## src/rtl/disp_chan_sched.sv

```systemverilog
// rtl/disp_chan_sched.sv - channel select / capture-strobe scheduler for the 8-channel display mux
// Optional pause input enabled by defining DISP_SCHED_PAUSE_EN.
module disp_chan_sched #(
    parameter logic [31:0] DWELL = 32'd50_000_000,
    parameter logic [3:0]  BLANK = 4'd8
) (
    input  logic       clk,
    input  logic       rst,
`ifdef DISP_SCHED_PAUSE_EN
    input  logic       pause,
`endif
    input  logic       auto_mode,
    input  logic [2:0] sw_sel,
    input  logic [7:0] ch_en,
    input  logic       btn_next,
    input  logic       btn_prev,
    input  logic       cpu_req,
    output logic [2:0] Test,
    output logic       EN,
    output logic       cpu_ack,
    output logic       blank_out,
    output logic       dwell_tick
);

    typedef enum logic {S_SHOW, S_BLANK} state_t;

    state_t      state;
    logic [31:0] dwell_cnt;
    logic [3:0]  blank_cnt;
    logic        armed;

    logic [7:0]  em;
    logic [2:0]  nxt_ch;
    logic [2:0]  prv_ch;
    logic [2:0]  tgt;
    logic        paused;
    logic        expire;
    logic        change;
    logic        grant;

    // Nearest set bit walking away from cur; returns cur when no other bit is set.
    function automatic logic [2:0] scan_mask(input logic [2:0] cur, input logic [7:0] m,
                                             input logic up);
        logic [2:0] r;
        logic [2:0] c;
        r = cur;
        for (int i = 7; i >= 1; i--) begin
            c = up ? cur + 3'(i) : cur - 3'(i);
            if (m[c]) r = c;
        end
        return r;
    endfunction

`ifdef DISP_SCHED_PAUSE_EN
    assign paused = auto_mode & pause;
`else
    assign paused = 1'b0;
`endif

    always_comb begin
        em     = (ch_en == 8'h00) ? 8'h01 : ch_en;
        nxt_ch = scan_mask(Test, em, 1'b1);
        prv_ch = scan_mask(Test, em, 1'b0);
        expire = auto_mode && !paused && (dwell_cnt == DWELL - 32'd1);
        tgt    = Test;
        if (!auto_mode)
            tgt = sw_sel;
        else if (btn_next && !btn_prev)
            tgt = nxt_ch;
        else if (btn_prev && !btn_next)
            tgt = prv_ch;
        else if (!em[Test] || expire)
            tgt = nxt_ch;
        change = (state == S_SHOW) && (tgt != Test);
        grant  = (state == S_SHOW) && cpu_req && armed;
    end

    always_ff @(posedge clk or posedge rst) begin
        if (rst) begin
            state      <= S_SHOW;
            Test       <= 3'd0;
            EN         <= 1'b0;
            cpu_ack    <= 1'b0;
            blank_out  <= 1'b0;
            dwell_tick <= 1'b0;
            dwell_cnt  <= 32'd0;
            blank_cnt  <= 4'd0;
            armed      <= 1'b1;
        end else begin
            EN         <= grant;
            cpu_ack    <= grant;
            dwell_tick <= (state == S_SHOW) && expire;
            if (!cpu_req)
                armed <= 1'b1;
            else if (grant)
                armed <= 1'b0;
            case (state)
                S_SHOW: begin
                    if (change) begin
                        Test      <= tgt;
                        state     <= S_BLANK;
                        blank_out <= 1'b1;
                        blank_cnt <= BLANK - 4'd1;
                        dwell_cnt <= 32'd0;
                    end else if (!auto_mode || expire) begin
                        dwell_cnt <= 32'd0;
                    end else if (!paused) begin
                        dwell_cnt <= dwell_cnt + 32'd1;
                    end
                end
                S_BLANK: begin
                    if (blank_cnt == 4'd0) begin
                        state     <= S_SHOW;
                        blank_out <= 1'b0;
                    end else begin
                        blank_cnt <= blank_cnt - 4'd1;
                    end
                end
                default: state <= S_SHOW;
            endcase
        end
    end

endmodule

```

## config.mk

```make
export PLATFORM = sky130hd
export DESIGN_NAME = disp_chan_sched
export DESIGN_NICKNAME = d
export VERILOG_FILES = /design/src/rtl/disp_chan_sched.sv
export SDC_FILE = /design/constraint.sdc
export NUM_CORES = 1
export LEC_CHECK = 0
export BUFFER_PORTS_ARGS = -buffer_cell sky130_fd_sc_hd__buf_2
export CORE_MARGIN = 3
export CORE_UTILIZATION = 50
export CTS_CLUSTER_SIZE = 40
export DETAILED_ROUTE_END_ITERATION = 6
export PLACE_DENSITY = 0.7
export SYNTH_ARGS = -nofsm -noshare
export SYNTH_HDL_FRONTEND = slang
export SYNTH_SLANG_ARGS = --single-unit
```

## constraint.sdc

```tcl
create_clock -name clk -period 4.5 [get_ports clk]
set_input_delay 1.125 -clock clk [delete_from_list [all_inputs] [get_ports clk]]
set_output_delay 1.125 -clock clk [all_outputs]
set_load 0.05 [all_outputs]
```

Word level (Yosys, flattened, before mapping)
Cells that the tools add are included.
{"block": "word_totals", "in_bits": 17, "output_inout_bits": 7, "regBits": 44}
{"block": "classes", "order_cmp": 15, "n_eq_ne": 6, "bitwise": 1, "n_addsub": 16, "mux": 62, "n_reduce_logical": 18}
{"operator": "two-way mux 32 bit", "n": 2}
{"operator": "< comparator 3 x 4 -> 1 bit, second input constant", "n": 15}
{"operator": "two-way mux 3 bit", "n": 18}
{"operator": "binary-select mux 1 bit (select 3 bit)", "n": 15}
{"operator": "adder 32 x 1 -> 32 bit, second input constant", "n": 1}
{"operator": "== test 32 x 26 -> 1 bit, second input constant", "n": 1}
{"operator": "two-way mux 1 bit", "n": 21}
{"operator": "adder 3 bit, second input constant", "n": 4}
{"operator": "subtractor 3 bit, second input constant", "n": 4}
{"operator": "logical NOT 8 bit", "n": 1}
{"operator": "two-way mux 4 bit", "n": 2}
{"operator": "two-way mux 8 bit", "n": 1}
{"operator": "one-hot mux 4 bit (2 select lines)", "n": 1}
{"operator": "logical AND 1 bit", "n": 7}
{"operator": "adder 3 x 2 -> 3 bit, second input constant", "n": 2}
{"operator": "AND reduction 2 bit", "n": 3}
{"operator": "subtractor 3 x 2 -> 3 bit, second input constant", "n": 2}
{"operator": "logical NOT 1 bit", "n": 4}
{"operator": "logical NOT 4 bit", "n": 1}
{"operator": "inequality test 2 x 1 -> 1 bit, second input constant", "n": 2}
{"operator": "inequality test 2 bit, second input constant", "n": 2}
{"operator": "one-hot mux 1 bit (2 select lines)", "n": 2}
{"operator": "subtractor 4 x 1 -> 4 bit, second input constant", "n": 1}
{"operator": "adder 3 x 1 -> 3 bit, second input constant", "n": 1}
{"operator": "4 further kinds", "n": 5}

Longest topological paths before layout
Gate-level depths: netlist of run 1.
{"block": "depth", "depth_word": 19, "depth_mapped": 19, "mapped_depth_nobuf": 12}

Least setup slack after synthesis of run 1
OpenSTA, ideal clock, no wires.
{"block": "synth_timing", "kind": "register to register", "from": "register Test[1]", "to": "register dwell_cnt[27]", "t_arrival_ps": 4533, "path_buffers": 6, "path_stages_with_launch": 19, "required_ps": 4420, "path_slack_ps": -112, "period_less_slack_ps": 4612, "cell_sequence": "dfrtp_1 > clkbuf_1 > clkbuf_1 > inv_1 > buf_2 > ha_1 > buf_2 > buf_2 > inv_2 > a211oi_1 > o21ai_0 > a211o_1 > a21oi_2 > o211ai_1 > a211o_1 > or3_1 > buf_2 > o31a_1 > o22ai_2"}
{"block": "synth_between", "elab_chain_cells": 17, "elab_cells_between_ends": 67, "cone_classes": "add/sub: 14; eq/ne: 1; mux: 49; reduce/logical: 3"}
{"element": "start: declaration", "line": "18", "rtl": "output logic [2:0] Test,"}
{"element": "start signal: assignment", "line": "100", "rtl": "Test <= tgt;"}
{"element": "adder 3 bit"}
{"element": "binary-select mux 1 bit (select 3 bit)", "line": "49", "rtl": "if (m[c]) r = c;"}
{"element": "two-way mux 1 bit (implied by the code)", "line": "49"}
{"element": "two-way mux 3 bit (7 in a row)", "line": "49"}
{"element": "two-way mux 3 bit", "line": "72", "rtl": "else if (!em[Test] || expire)"}
{"element": "two-way mux 3 bit", "line": "70", "rtl": "else if (btn_prev && !btn_next)"}
{"element": "two-way mux 3 bit", "line": "68", "rtl": "else if (btn_next && !btn_prev)"}
{"element": "two-way mux 3 bit", "line": "66", "rtl": "if (!auto_mode)"}
{"element": "inequality test 3 bit (*)", "line": "74", "rtl": "change = (state == S_SHOW) && (tgt != Test);"}
{"element": "logical AND 1 bit (*)", "line": "74"}
{"element": "two-way mux 32 bit (*)", "line": "99", "rtl": "if (change) begin"}
{"element": "end signal: assignment", "line": "108", "rtl": "dwell_cnt <= dwell_cnt + 32'd1;"}
{"element": "end: declaration", "line": "28", "rtl": "logic [31:0] dwell_cnt;"}
Mark *: on every way between the ends. The rest lies on a longest branch, timed or not. The select of a mux whose other input is x is not followed.
A chain may end at the register's enable or synchronous reset.

Final worst setup path of run 1
{"block": "layout_timing", "from": "input ch_en[4]", "to": "register dwell_cnt[29]"}
{"block": "layout_between", "elab_chain_cells": 18, "elab_cells_between_ends": 55, "cone_classes": "eq/ne: 1; mux: 50; reduce/logical: 4"}
{"element": "start: declaration", "line": "14", "rtl": "input logic [7:0] ch_en,"}
{"element": "logical NOT 8 bit", "line": "61", "rtl": "em = (ch_en == 8'h00) ? 8'h01 : ch_en;"}
{"element": "two-way mux 8 bit (*)", "line": "61"}
{"element": "binary-select mux 1 bit (select 3 bit)", "line": "49"}
{"element": "two-way mux 1 bit (implied by the code)", "line": "49"}
{"element": "two-way mux 3 bit (7 in a row)", "line": "49"}
{"element": "two-way mux 3 bit", "line": "72"}
{"element": "two-way mux 3 bit", "line": "70"}
{"element": "two-way mux 3 bit (*)", "line": "68"}
{"element": "two-way mux 3 bit (*)", "line": "66"}
{"element": "inequality test 3 bit (*)", "line": "74"}
{"element": "logical AND 1 bit (*)", "line": "74"}
{"element": "two-way mux 32 bit (*)", "line": "99"}
Marks and branches as above.

==> run_results.csv, run 1 <==
group,metric,value,unit
timing,max_freq,0.239,GHz
power_and_ir_drop,p_seq_share,20.4,%
synthesis,synth.avg_cell_area,8.09,um2
synthesis,yosys_warnings,0,
drt,ant_nets,0,
cts,htreeDepth,2,
drt,via_per_inst,6.41,
timing,hold_violations,0,
final_layout,n_fill_cell,680,
place,gp_congestion,0.966,
timing,grt_setup_unrepaired,"no",
critical_path,critical_path_arrival,4.40,ns
grt,grt_first_pass_wirelength,17200,um
cts,clk-insertion-delay-late,0.30,ns
critical_path,startpoint_type,"input pin",
grt,grt_pass1_vias,3518,
drt,wl,10300,um
synthesis,ys_types,77,
timing,finalMaxSlewViolations,0,
final_layout,area_growth,9.78,%
cts,cts_max_path_buffers,2,
grt,antenna_found_initial,0,
power_and_ir_drop,power_switching,1620,uW
timing,finalSetupViolations,0,
grt,groute.usage.overall,23.9,%
timing,max_slew.worst_pin.slew,0.905,ns
power_and_ir_drop,p_comb_share,71.3,%
critical_path,critPathLaunch,"ch_en[4]",
final_layout,nets,531,
cts,path_clk_slew,0.09,ns
power_and_ir_drop,p_int,1550,uW
synthesis,synth_edf_count,0,
critical_path,crit_end,"dwell_cnt[29]",
timing,skew,0.00662,ns
critical_path,endpoint_kind,"flip-flop",
die,core_area,7410,um2
die,die_h,94.5,um
die,die_w,94.5,um
place,portBuffers,23,
critical_path,r2r_cells,14,
power_and_ir_drop,switching_share,51.0,%
critical_path,cp_max_fo,16,
critical_path,cpPeakStageDelay,0.52,ns
die,dieArea,8930,um2
timing,final.setup.tns,0,ns
drt,dr.pass1.iters,7,
die,start_util,52.8,%
grt,grt_overflow_total,0,
critical_path,critPathRequiredTime,4.72,ns
synthesis,syn_inst,484,
flow_run,drv_cap,0,
synthesis,seq_area_frac_synth,28.2,%
drt,first_iter_violations,405,
drt,drc,0,
critical_path,cp_slowest_cell,"or4_4",
critical_path,reg2reg_slack,0.38,ns
place,dpl.cell_count,602,
critical_path,r2r_end,"dwell_cnt[29]",
synthesis,ys_ff_latch,44,
power_and_ir_drop,p_leak,0.00166,uW
critical_path,worst-setup-path-type,"input pin to flip-flop",
timing,period_share,93.0,%
power_and_ir_drop,peakVddDrop,0.446,mV
final_layout,final_area,4300,um2
power_and_ir_drop,cellPowerDensity,738,nW/um2
cts,numCtsBuffers,5,
final_layout,drive_above_1_share,18.6,%
place,dp_hpwl,7520,um
critical_path,r2r_start,"Test[0]",
synthesis,syn_area,3920,um2
synthesis,syn_nets,505,
worst_hold_path,hold_path_class,"flip-flop to flip-flop",
critical_path,path_cells,"buf_2 -> nor4_4 -> buf_4 -> a211oi_1 -> o31ai_1 -> mux2_1 -> nor4_1 -> or4_4 -> a31o_1 -> o211ai_2 -> nand3_2 -> o22ai_1",
final_layout,instances_no_fill,610,
drt,wire_per_inst,16.9,um
grt,grt_max_degree,48,
cts,cts_root_buffer,"clkbuf_8",
timing,slew_headroom,39.6,%
place,place_area,4200,um2
timing,min_period,4.19,ns
final_layout,diodes,0,
power_and_ir_drop,clkPwrFrac,8.4,%
run_status,status,"complete, no violations",
die,pin_count,24,
synthesis,postSynth.asyncResetShare,100,%
cts,cts_tree,"done",
synthesis,synthFlopType,"dfrtp_1",
cts,clkSinkCount,44,
die,row_count,31,
drt,via_count,3908,
## worst max-delay path, delay by kind of cell
| kind | cells | cell delay [ns] |
|---|---|---|
| buffers and inverters | 2 | 0.34 |
| and+or+nand+nor | 4 | 1.31 |
| AOI/OAI and AO/OA | 5 | 1.41 |
| muxes | 1 | 0.20 |
## cells in the final DEF (no fill, tap or decap), drive strengths merged, types with 11 or more instances in the layout
master / instances
nor3: 15
dfrtp: 43
inv: 28
buf: 51
mux2i: 11
nor2: 33
a31oi: 18
nand2: 45
nand3: 20
o21ai: 26
or3: 13
nand4: 14
o22ai: 19
a21oi: 17
## synth_stat cells, types with 13 or more instances
cell type | count | area share, %
a31oi_1 | 18 | 2.9
nor3_1 | 13 | 1.7
o22ai_1 | 17 | 2.7
dfrtp_1 | 43 | 27
nand4_1 | 14 | 2.2
nor2_1 | 33 | 3.2
inv_1 | 27 | 2.6
nand2_1 | 45 | 4.3
a21oi_1 | 16 | 2.0
nand3_1 | 19 | 2.4
o21ai_0 | 16 | 2.0
clkbuf_1 | 14 | 1.3
## sequential cells by signal, summed over array words and instances (netlist names)
signal	count
dwell_cnt	32
blank_cnt	4
Test	3
armed	1
blank_out	1
cpu_ack	1
dwell_tick	1
state	1
## metrics by stage
stage	hold slack (ns)	setup WS (ns)	utilization (%)	power, uW
floorplan	0.445	0.0178	-	2310
global placement	0.455	-0.0397	56.7	2840
detailed placement	0.458	-0.0250	56.7	2870
CTS	0.472	0.294	57.9	3130
global route	0.504	0.103	58.0	3420
finish	0.469	0.314	58.0	3170
## per-layer routing
metal	global-route usage, %	routed length, um	up-vias
met2	34.3	4470	154
met5	0	0	-
met4	7.33	132	0
met1	36.6	5040	1857
met3	3.90	673	12
li1	-	-	1885
## power groups by stage
stage                     registers, uW  logic, uW  clock network, uW
after floorplan                     661       1650                  0
after global placement              644       2190                  0
after detailed placement            650       2220                  0
after CTS                           642       2220                271
after global routing                663       2470                286
final                               646       2260                265
## worst min path at each step
stage | depth (start not counted) | slack [ns] | endpoint | startpoint
floorplan | 2 | 0.44 | armed | armed
global placement | 2 | 0.45 | armed | armed
detailed placement | 2 | 0.46 | armed | armed
CTS | 2 | 0.47 | armed | armed
global route | 2 | 0.50 | armed | armed
finish | 2 | 0.47 | armed | armed
## area by class of cell
type,instances,area (um2),share of cell area [%]
clock inverter,1,7.51,0.175
timing repair buffer,51,325,7.57
tap,99,124,2.88
sequential,44,1100,25.7
inverter,28,105,2.45
clock buffer,7,86.3,2.01
multi-input combinational,380,2550,59.2
## logic make-up after synthesis
family | Yosys count | share of synthesized area [%]
flops | 44 | 28.2
buf+inv | 60 | 6.94
mux | 22 | 7.70
compound gates | 152 | 27.5
fa+ha+maj | 4 | 1.28
simple gates | 195 | 26.9
xor+xnor | 7 | 1.57
## what timing repair did
| action | in CTS | in global routing |
|---|---|---|
| setup endpoints to repair | 0 | 10 |
| gates resized for setup | 0 | 1 |
| buffers inserted | 0 | 0 |
| hold buffers | 0 | 0 |
No activity file was read; power rests on OpenSTA's default activity.
==> inputs of run 2 (changes only) <==
Settings changed: CELL_PAD_IN_SITES_DETAIL_PLACEMENT set to 0, CELL_PAD_IN_SITES_GLOBAL_PLACEMENT set to 1, CORE_UTILIZATION 50 to 42, PLACE_DENSITY 0.7 to 0.81.
==> run_results.csv, run 2 (same netlist as run 1, synthesis figures left out) <==
group,metric,value,unit
power_and_ir_drop,total_power,3190,uW
drt,wire_per_inst,17.5,um
final_layout,nets,523,
final_layout,drive_above_1_share,17.1,%
die,dieArea,10500,um2
final_layout,reg_top3,"dwell_cnt (32), blank_cnt (4), Test (3)",
cts,postCtsSetupBuffers,0,
timing,final.setup.tns,0,ns
cts,numCtsBuffers,5,
critical_path,r2r_start,"Test[0]",
grt,groute.usage.overall,20.7,%
final_layout,multi_input_comb_area,2550,um2
cts,cts_tree,"done",
critical_path,cpPeakStageDelay,0.55,ns
timing,finalMaxSlewViolations,0,
critical_path,endpoint_kind,"flip-flop",
critical_path,critical_path_arrival,4.42,ns
run_status,status,"complete, no violations",
place,dpl.cell_count,603,
power_and_ir_drop,p_leak,0.00163,uW
timing,min_period,4.21,ns
timing,period_share,93.5,%
timing,skew,0.00964,ns
cts,cts_max_path_buffers,2,
worst_hold_path,hold_depth,2,
critical_path,cp_slowest_cell,"or4_4",
critical_path,worst-setup-path-type,"input pin to flip-flop",
critical_path,critPathRequiredTime,4.71,ns
critical_path,path_cells,"buf_2 -> nor3_1 -> a211oi_2 -> o31ai_2 -> mux2_1 -> nor4_1 -> or4_4 -> a31o_1 -> o211ai_2 -> nand3_2 -> o22ai_1",
timing,hold_violations,0,
worst_hold_path,hp-start,"armed",
die,core_area,8890,um2
grt,grt_pass1_vias,3507,
power_and_ir_drop,peakVddDrop,0.281,mV
drt,via_per_inst,6.40,
final_layout,fin_util,47.9,%
place,place_ws,-0.0824,ns
grt,grt_first_pass_wirelength,17700,um
final_layout,final_common_cell,"nand2_1",
cts,clkSinkCount,44,
cts,cts_root_buffer,"clkbuf_8",
timing,max_freq,0.238,GHz
final_layout,largest_reg_flops,32,
drt,ant_nets,0,
grt,antenna_found_initial,0,
final_layout,diodes,0,
critical_path,cp_max_fo,16,
final_layout,final_cell_mix,"nand2_1 (45), dfrtp_1 (42), nor2_1 (33), inv_1 (26), buf_2 (23)",
cts,clk-insertion-delay-late,0.30,ns
critical_path,cpLargestDelayFamily,"compound AO/OA/AOI/OAI gates",
die,die_w,103,um
critical_path,cp_num_buf_inv,1,
worst_hold_path,hold_path_class,"flip-flop to flip-flop",
drt,dr.pass1.iters,5,
timing,slew_headroom,35.4,%
timing,layout_setup_ws,0.293,ns
critical_path,startpoint_type,"input pin",
drt,via_count,3911,
power_and_ir_drop,cellPowerDensity,748,nW/um2
critical_path,r2r_cells,12,
die,row_count,34,
place,gp_congestion,0.973,
worst_hold_path,min_delay_worst_endpoint,"armed",
timing,max_slew.worst_pin.slew,0.968,ns
drt,drc,0,
die,start_util,44.0,%
die,pin_count,24,
place,dp_hpwl,7770,um
drt,first_iter_violations,229,
final_layout,largest_register,"dwell_cnt",
timing,finalSetupViolations,0,
place,portBuffers,23,
cts,path_clk_slew,0.08,ns
critical_path,reg2reg_slack,0.41,ns
final_layout,instances_no_fill,611,
final_layout,regArea,1100,um2
final_layout,area_growth,8.85,%
final_layout,n_fill_cell,897,
grt,grt_max_degree,48,
drt,wl,10700,um
flow_run,drv_cap,0,
die,die_h,103,um
grt,grt_overflow_total,0,
critical_path,r2r_end,"dwell_cnt[27]",
cts,htreeDepth,2,
-- run 2: cell count changes in the layout (fill, tap and decap cells not counted) --
cell	before	now
buf_4	28	20
bufinv_16	0	1
clkbuf_1	1	2
clkbuf_8	6	5
clkinvlp_4	1	0
-- run 2: repair_timing --
action                                  4_1_cts  5_1_grt
endpoints found under the hold margin         0        0
endpoints found under the setup margin        0       22
gates resized for setup                       0        1
hold buffers                                  0        0
-- run 2: layer usage --
metal / vias to the layer above / routed length, um / part of all wire [%] / global-route usage [%]
li1: 1873 / - / - / -
met1: 1885 / 5020 / 47 / 31.6
met2: 141 / 4960 / 47 / 32.1
met3: 12 / 624 / 5.8 / 2.57
met4: 0 / 70 / 0.66 / 2.72
met5: - / 0 / 0 / 0
-- run 2: cell type report --
class | count | share of cell area, %
repair buffers | 43 | 6.22
clock buffers | 7 | 1.79
multi-input cells | 380 | 59.7
clock inverters | 1 | 0.705
well taps | 108 | 3.17
flip-flops and latches | 44 | 25.9
inverters | 28 | 2.47
-- run 2: worst max-delay path by stage --
| stage | from | end | slack [ns] | depth (start not counted) |
|---|---|---|---|---|
| after floorplan | Test[1] | dwell_cnt[27] | 0.02 | 18 |
| after global placement | ch_en[4] | dwell_cnt[7] | 0.13 | 12 |
| after detailed placement | ch_en[2] | dwell_cnt[9] | -0.08 | 11 |
| after CTS | ch_en[2] | dwell_cnt[26] | 0.23 | 11 |
| after global routing | ch_en[2] | dwell_cnt[26] | -0.01 | 11 |
| final | ch_en[2] | dwell_cnt[29] | 0.29 | 11 |
-- run 2: worst min-delay path: cells and delay by family, from the launching register on --
family / cells / cell delay [ns]
AND/OR/NAND/NOR: 2 / 0.10
flip-flops: 1 / 0.38
-- run 2: where the power goes --
group | total, uW | switching (uW) | internal, uW
registers | 621 | 115 | 506
clock network | 307 | 140 | 166
logic | 2260 | 1390 | 872
-- run 2: per-stage QoR --
step / instance area [um2] / hold slack, ns
after detailed placement: 4150 / 0.458
after global placement: 4150 / 0.453
final: 4260 / 0.469
after global routing: 4260 / 0.480
after floorplan: 3920 / 0.445
after CTS: 4260 / 0.471
